`src/rtl/q_8_42_pkg.sv`:
```
// ---------------------------------------------------------------------------
// q_8_42_pkg
// Shared types for the q_8_42 count-ones slice.
//   cnt_state_t  : state type of the serial count-ones unit
//   disp_state_t : state type of the dispatcher that feeds that unit
//   fifo_level_w : width of a FIFO occupancy count for a given depth
// ---------------------------------------------------------------------------
package q_8_42_pkg;

  // Count-ones unit states.
  localparam logic [1:0] CNT_IDLE_ENC  = 2'b00;
  localparam logic [1:0] CNT_SHIFT_ENC = 2'b01;
  localparam logic [1:0] CNT_DONE_ENC  = 2'b10;

  typedef enum logic [1:0] {
    CNT_IDLE  = CNT_IDLE_ENC,
    CNT_SHIFT = CNT_SHIFT_ENC,
    CNT_DONE  = CNT_DONE_ENC
  } cnt_state_t;

  // Dispatcher states. Encoding 2'b11 is unused and recovers to S_IDLE.
  localparam logic [1:0] S_IDLE_ENC = 2'b00;
  localparam logic [1:0] S_BUSY_ENC = 2'b01;
  localparam logic [1:0] S_RUN_ENC  = 2'b10;

  typedef enum logic [1:0] {
    S_IDLE = S_IDLE_ENC,
    S_BUSY = S_BUSY_ENC,
    S_RUN  = S_RUN_ENC
  } disp_state_t;

  // Occupancy needs one bit more than the pointer so "full" is representable.
  function automatic int fifo_level_w(input int depth);
    return $clog2(depth) + 1;
  endfunction

endpackage

```
`src/rtl/q_8_42_fifo.sv`:
```
// ---------------------------------------------------------------------------
// q_8_42_fifo
// Synchronous single-clock FIFO without bypass. A word written at edge N
// appears on rdata from cycle N+1. DEPTH must be a power of two (>= 2) so the
// pointers wrap naturally at their bit width.
// Ports:
//   clk, rst_b      : clock, synchronous active-low reset (control only)
//   push, wdata     : write request and word; ignored while full
//   pop             : read request; ignored while empty
//   rdata           : word at the head of the FIFO
//   full, empty     : occupancy flags
//   level           : number of words held
// ---------------------------------------------------------------------------
module q_8_42_fifo
  import q_8_42_pkg::*;
#(
  parameter int WIDTH = 8,
  parameter int DEPTH = 4
) (
  input  logic                         clk,
  input  logic                         rst_b,
  input  logic                         push,
  input  logic [WIDTH-1:0]             wdata,
  input  logic                         pop,
  output logic [WIDTH-1:0]             rdata,
  output logic                         full,
  output logic                         empty,
  output logic [fifo_level_w(DEPTH)-1:0] level
);

  localparam int AW = $clog2(DEPTH);
  localparam int LW = fifo_level_w(DEPTH);

  logic [WIDTH-1:0] mem [DEPTH];
  logic [AW-1:0]    wr_ptr;
  logic [AW-1:0]    rd_ptr;
  logic [LW-1:0]    count;
  logic             push_ok;
  logic             pop_ok;

  // A push while full is dropped even if a pop frees a slot at the same edge.
  assign push_ok = push && !full;
  assign pop_ok  = pop && !empty;

  always_ff @(posedge clk) begin
    if (!rst_b) begin
      wr_ptr <= '0;
      rd_ptr <= '0;
      count  <= '0;
    end else begin
      if (push_ok) wr_ptr <= wr_ptr + AW'(1);
      if (pop_ok)  rd_ptr <= rd_ptr + AW'(1);
      case ({push_ok, pop_ok})
        2'b10:   count <= count + LW'(1);
        2'b01:   count <= count - LW'(1);
        default: count <= count;
      endcase
    end
  end

  // Storage carries no reset; contents are only meaningful below count.
  always_ff @(posedge clk) begin
    if (push_ok) mem[wr_ptr] <= wdata;
  end

  assign rdata = mem[rd_ptr];
  assign full  = (count == LW'(DEPTH));
  assign empty = (count == '0);
  assign level = count;

endmodule

```
`src/rtl/q_8_42_dispatch.sv`:
```
// ---------------------------------------------------------------------------
// q_8_42_dispatch
// Buffers upstream words in a FIFO and feeds them one at a time to an
// external count-ones unit, then presents {word, ones-count} downstream.
// Ports:
//   clk, rst_b                  : clock, synchronous active-low reset
//   in_valid/in_ready/in_data   : upstream word push (in_ready = !full)
//   cnt_start/cnt_data          : start pulse and operand to count-ones unit
//   cnt_rdy/cnt_count           : unit ready flag and its result
//   res_valid/res_ready/
//   res_data/res_count          : downstream result handshake
//   fifo_level                  : words currently queued
// Handshake with the unit: after a start pulse the unit drops cnt_rdy for at
// least one cycle; its rise again marks cnt_count as valid.
// ---------------------------------------------------------------------------
module q_8_42_dispatch
  import q_8_42_pkg::*;
#(
  parameter int WIDTH = 8,
  parameter int DEPTH = 4
) (
  input  logic                           clk,
  input  logic                           rst_b,
  input  logic                           in_valid,
  output logic                           in_ready,
  input  logic [WIDTH-1:0]               in_data,
  output logic                           cnt_start,
  output logic [WIDTH-1:0]               cnt_data,
  input  logic                           cnt_rdy,
  input  logic [$clog2(WIDTH+1)-1:0]     cnt_count,
  output logic                           res_valid,
  input  logic                           res_ready,
  output logic [WIDTH-1:0]               res_data,
  output logic [$clog2(WIDTH+1)-1:0]     res_count,
  output logic [fifo_level_w(DEPTH)-1:0] fifo_level
);

  localparam int CW = $clog2(WIDTH + 1);

  logic             fifo_full;
  logic             fifo_empty;
  logic [WIDTH-1:0] fifo_head;

  disp_state_t      state;
  disp_state_t      state_nxt;
  logic             launch;
  logic             capture;
  logic             res_slot_free;

  logic [WIDTH-1:0] inflight_data_p1;
  logic             inflight_vld_p1;

  q_8_42_fifo #(
    .WIDTH (WIDTH),
    .DEPTH (DEPTH)
  ) u_fifo (
    .clk   (clk),
    .rst_b (rst_b),
    .push  (in_valid),
    .wdata (in_data),
    .pop   (launch),
    .rdata (fifo_head),
    .full  (fifo_full),
    .empty (fifo_empty),
    .level (fifo_level)
  );

  // in_ready depends only on registered occupancy, never on res_ready.
  assign in_ready = !fifo_full;

  // Operand reads as zero whenever nothing is queued.
  assign cnt_data = fifo_empty ? '0 : fifo_head;

  // The result slot can take a new word if it is empty or is being drained
  // at this same edge; that lets acceptance and a new launch coincide.
  assign res_slot_free = !res_valid || res_ready;

  assign launch    = (state == S_IDLE) && !fifo_empty && cnt_rdy && res_slot_free;
  assign cnt_start = launch;

  assign capture   = (state == S_RUN) && cnt_rdy && inflight_vld_p1;

  always_comb begin
    state_nxt = state;
    case (state)
      S_IDLE:  if (launch)   state_nxt = S_BUSY;
      // Wait for the unit to acknowledge the start by dropping cnt_rdy,
      // so a stale high cnt_rdy is never mistaken for completion.
      S_BUSY:  if (!cnt_rdy) state_nxt = S_RUN;
      S_RUN:   if (cnt_rdy)  state_nxt = S_IDLE;
      default: state_nxt = S_IDLE;
    endcase
  end

  always_ff @(posedge clk) begin
    if (!rst_b) begin
      state <= S_IDLE;
    end else begin
      state <= state_nxt;
    end
  end

  // ---- stage p1: word handed to the count-ones unit ----
  always_ff @(posedge clk) begin
    if (!rst_b) begin
      inflight_vld_p1 <= 1'b0;
    end else if (launch) begin
      inflight_vld_p1 <= 1'b1;
    end else if (capture) begin
      inflight_vld_p1 <= 1'b0;
    end
  end

  always_ff @(posedge clk) begin
    if (launch) inflight_data_p1 <= fifo_head;
  end

  // ---- stage p2: result register toward downstream ----
  // A capture can never land on an unaccepted result: launch only happens
  // when the slot is free, and nothing else sets res_valid meanwhile.
  always_ff @(posedge clk) begin
    if (!rst_b) begin
      res_valid <= 1'b0;
      res_data  <= '0;
      res_count <= '0;
    end else if (capture) begin
      res_valid <= 1'b1;
      res_data  <= inflight_data_p1;
      res_count <= cnt_count[CW-1:0];
    end else if (res_ready) begin
      res_valid <= 1'b0;
    end
  end

endmodule

```
`config.mk`:
```
export PLATFORM = sky130hd
export DESIGN_NAME = q_8_42_dispatch
export DESIGN_NICKNAME = d
export VERILOG_FILES = /design/src/rtl/q_8_42_pkg.sv /design/src/rtl/q_8_42_fifo.sv /design/src/rtl/q_8_42_dispatch.sv
export SDC_FILE = /design/constraint.sdc
export NUM_CORES = 1
export LEC_CHECK = 0
export ABC_AREA = 1
export CORE_MARGIN = 2
export CORE_UTILIZATION = 52
export DETAILED_ROUTE_END_ITERATION = 16
export GPL_ROUTABILITY_DRIVEN = 1
export HOLD_SLACK_MARGIN = 0.1
export PLACE_DENSITY = 0.8
export SETUP_SLACK_MARGIN = 0.15
export SYNTH_ARGS = -nofsm -noshare
export SYNTH_HDL_FRONTEND = slang
export SYNTH_SLANG_ARGS = --single-unit
```
`constraint.sdc`:
```
create_clock -name clk -period 2.8 [get_ports clk]
set_input_delay 0.84 -clock clk [delete_from_list [all_inputs] [get_ports clk]]
set_output_delay 0.84 -clock clk [all_outputs]
set_load 0.02 [all_outputs]
```
---- After elaboration in Yosys (flattened, before gate mapping) ----
Memories as Yosys holds them, arrays and structs flattened. A register that Yosys moved wholly into a read port is not among the register bits.
Index checks and enable logic that the tools add are counted.
cells by class
  add/sub/neg operators ................... 4
  equal/unequal tests ..................... 8
  muxes and demuxes ....................... 14
  reduce and logical (&&, ||, !) cells .... 17
operators by type and width
  operator                                                number
  two-way mux 2 bit                                       5
  two-way mux 8 bit                                       1
  logical AND 1 bit                                       7
  two-way mux 1 bit                                       6
  case mux 2 bit (3 select lines)                         1
  case mux 3 bit (2 select lines)                         1
  nonzero test 2 bit                                      3
  adder 2 x 1 -> 2 bit (second input constant)            2
  == test 2 x 1 -> 1 bit (second input constant)          2
  == test 2 bit (second input constant)                   2
  inequality test 2 bit (second input constant)           2
  adder 3 x 1 -> 3 bit (second input constant)            1
  == test 3 bit (second input constant)                   1
  logical NOT 1 bit                                       3
  logical NOT 3 bit                                       1
  AND reduction 3 bit                                     1
  subtractor 3 x 1 -> 3 bit (second input constant)       1
  logical NOT 2 bit                                       1
  inequality test 2 x 1 -> 1 bit (second input constant)  1
  logical OR 1 bit                                        1
word-level totals
  register bits after elaboration ......... 31
  bits in writable memories ............... 32
  bits of input ports ..................... 17
  memories ................................ 1
memory list
  name        depth  bits a word  rd ports  clocked after memory_dff  write ports  RTL line           text
  u_fifo.mem  4      8            1         1                         1            q_8_42_fifo.sv:34  logic [WIDTH-1:0] mem [DEPTH];

---- Longest topological paths before layout ----
  word-level depth ........................ 8
  gate-level depth with buffers ........... 12
  depth with buffers taken out ............ 12

---- Cells and area by module ----
A second synthesis with hierarchy kept.
unflattened totals
  cell total of the unflattened synthesis .. 277
  area, all modules ....................... 2,706.3 um^2
by module, submodules not included
  module           times used  cells each  area an instance (um^2)  seq. area each (um^2)
  q_8_42_fifo      1           146         1,691.6                  1,141.1
  q_8_42_dispatch  1           131         1,014.7                  560.5

---- Least setup slack after synthesis ----
Ideal clock, no wire load.
  path kind ............................... input -> output
  start point ............................. input port res_ready
  end point ............................... output port cnt_start
  arrival ................................. 1,654 ps
  required time ........................... 1,960 ps
  slack ................................... 306 ps
  stages .................................. 4
  buffers on the path ..................... 0
  cells stage by stage .................... inv_1 > nand2_1 > nand2_1 > nor2_1
between the ends
  word-level cells in the longest chain between the ends .. 2
RTL lines
  element            RTL line               text
  from (decl)        q_8_42_dispatch.sv:32  input logic res_ready,
  logical OR 1 bit   q_8_42_dispatch.sv:76  assign res_slot_free = !res_valid || res_ready;
  logical AND 1 bit  q_8_42_dispatch.sv:78  assign launch = (state == S_IDLE) && !fifo_empty && cnt_rdy && res_slot_free;
  to (decl)          q_8_42_dispatch.sv:27  output logic cnt_start,
No other way between the ends.

---- Worst setup path after layout ----
Ends and elaborated chain as after synthesis.

==> metrics <==
result of the run complete, no violations; die outline height 74.66 microns; share of flip-flops with an asynchronous set or reset 0%; vias per std cell 4.825; CTS clk-pin slew, worst paths 0.07 ns; ranking of synthesized cells by instance count nor2_1, edfxtp_1, dfxtp_1; antenna violations before repair 0; clock latency of the later-clocked register in the worst-skew pair 0.33 ns; pwr/cell area 884.8 nW/um^2; vias in the first global route 1711; final setup violating endpoints 0; Leakage 0.001265 uW; TritonCTS clock tree yes; Ys Warns 0; initial standard-cell utilization of the core 54.61%; worst-case setup margin in the final layout 0.1918 ns; hold violation total from the final report 0; global-route wire length before repair 7.493 mm; Final Net Count 328; portion of synthesized cell area occupied by the leading cell type 46.27%; final RePlAce weighted congestion 0.7513; clock sink count 65; EDFF count, synth 40; Netlist Area Pre-Place 2596 sq um; data arrival time of the critical path 1.77 ns; # IOs 43; max cap viols 0; instance area after placement 3109 sq um; maximum VDD drop 0.0006787 V; total gr overflow 0; Slew headroom 79.46%; Slew @ Worst Pin 0.3071 ns; root buf cell clkbuf_8; share of the clock period used by the worst path after layout 93.15%; Std-Cell Core Area 4755 sq um; Hold Path Class flop to flop; number of detailed-routing iterations run before antenna repair 4; cell count after synthesis 250; Syn-to-layout area delta 26.80%; number of port buffers 42; Avg Inst Size Synth 10.38 sq um; top cells by area in the synthesized netlist edfxtp_1, dfxtp_1, nor2_1; most used standard cell by instance count after synthesis nor2_1; number of placement rows 25; CTS HTree Levels 3; Routed WL per cell 12.58 microns; WS Path Type input pin to output pin; critical path fanouts, max 2; number of nets with antenna violations after routing 0; cell accounting for the most synthesized area edfxtp_1; shortest clock period the worst path allows after layout 2.608 ns; share of cells above drive strength 1 12.58%; Seq cells post-synth 65; filler cell count 375; type of element capturing the critical path output pin; r2r worst-path depth 11; library cells used by synthesis 24; total wire length after detailed routing 4.744 mm; number of vias after detailed routing 1819; Starting DRT DRC Count 111; pre-CTS WS -0.3872 ns; required time at the worst-slack endpoint 1.96 ns; syn_nets 273; residual DRC count 0; worst-case clock skew 0.005335 ns; maximum number of pins on one net before global-route repair 18; total half-perimeter wirelength after legalization and detailed placement 3.222 mm; post-route standard cell area excluding fillers 3292 sq um; total clock buffers created by CTS 9; hold-fix buffer count after cts 0; unrepaired setup endpoints after global routing false; die area 5574 sq um; number of antenna repair diodes 0; Setup crit start kind input pin; peak clock frequency supported by timing 0.3834 GHz; number of slew-limit violations in the final report 0; Die Span X 74.66 microns; main flop type after synthesis edfxtp_1; Post-CTS Setup Bufs 0; Longest Clk Path Bufs 2; global routing usage summed across all routing layers 18.75%; depth of the worst hold-timing path 2; register area share after synthesis 65.54%
[layout by cell type (no fill, tap or decap)]
cell | Yosys | final
nor2_1 | 70 | 69
edfxtp_1 | 40 | 40
clkdlybuf4s50_1 | 0 | 33
dfxtp_1 | 25 | 25
o21ai_0 | 24 | 24
inv_1 | 18 | 18
nand2_1 | 19 | 18
a21oi_1 | 17 | 17
buf_4 | 1 | 10
o21ai_1 | 9 | 9
clkbuf_8 | 0 | 9
nand3_1 | 6 | 6
ha_1 | 5 | 5
clkinv_2 | 1 | 4
clkbuf_2 | 1 | 4
nand2_2 | 1 | 2
nor2_4 | 1 | 2
clkdlybuf4s15_1 | 0 | 2
dlygate4sd2_1 | 0 | 2
inv_4 | 1 | 1
inv_2 | 1 | 1
xor2_1 | 1 | 1
nand3_4 | 1 | 1
nor3_1 | 1 | 1
fa_1 | 1 | 1
inv_6 | 0 | 1
clkinvlp_4 | 0 | 1
clkinv_4 | 0 | 1
bufinv_16 | 0 | 1
buf_6 | 4 | 1
[critical path, cell delays in order]
cell and delay [ns]:
clkdlybuf4s50_1 0.45, inv_1 0.04, nand2_1 0.09, nand2_2 0.09, nor2_4 0.12, buf_6 0.13
[stage by stage]
stage	TNS [ns]	total power [uW]	std cells	util [%]	hold WS, ns
3_5_place_dp	-0.3951	2208	361	65.39	0.4711
2_1_floorplan	0	1829	250	-	0.4549
4_1_cts	0	2937	377	69.45	0.4876
6_report	0	2913	377	69.24	0.4823
5_1_grt	0	3068	377	69.24	0.5007
3_3_place_gp	-0.3840	2180	361	65.39	0.4614
[where the power goes]
part           leakage (uW)  internal, uW  switching, uW
clock             0.0000994           411            364
sequential         0.000571          1180           53.2
combinational      0.000594           317            590
[cells by family (layout without fill, tap and decap cells)]
group / after synthesis / count (layout) / share of synthesized area, %
xor+xnor: 1 / 1 / 0.3374
simple gates: 99 / 99 / 15.57
buf+inv: 29 / 89 / 5.734
flops: 65 / 65 / 65.54
compound gates: 50 / 50 / 9.639
fa+ha+maj: 6 / 6 / 3.181
[worst paths after layout]
path,from,slack [ns],to
worst max-delay path,res_ready,0.19,cnt_start
worst min-delay path,res_count[1],0.48,res_count[1]
worst max register to register,u_fifo.level[0],0.74,u_fifo.level[2]
worst min register to register,res_count[1],0.48,res_count[1]
[layout make-up]
class	instances	area [sq um]	share of cell area (%)
inverters	21	82.58	2.509
well taps	67	83.83	2.547
multi-input cells	156	755.7	22.96
clock inverters	7	70.07	2.128
clock buffers	9	123.9	3.763
repair buffers	52	474.2	14.41
flip-flops and latches	65	1702	51.69
[state kept, by name, summed over array words and instances (netlist names), named ones only]
register / count
state: 2
inflight_vld_p1: 1
u_fifo.level: 3
res_valid: 1
u_fifo.wr_ptr: 2
inflight_data_p1: 8
res_count: 4
u_fifo.rd_ptr: 2
u_fifo.mem: 32
res_data: 8
[metal layers]
layer / up-vias / global-route usage, % / wire, microns
li1: 942 / - / -
met1: 827 / 21.11 / 2079
met2: 45 / 32.06 / 2384
met3: 5 / 5.622 / 217
met4: 0 / 10.12 / 63
met5: - / 0 / 0
[timing repair]
action / in CTS / in global routing
hold endpoints to repair: 0 / 0
setup endpoints to repair: 9 / 7
cloned: 0 / 0
resized for setup: 16 / 11
pin swaps: 1 / 0
Note: power is estimated with default switching activity, not from simulation.
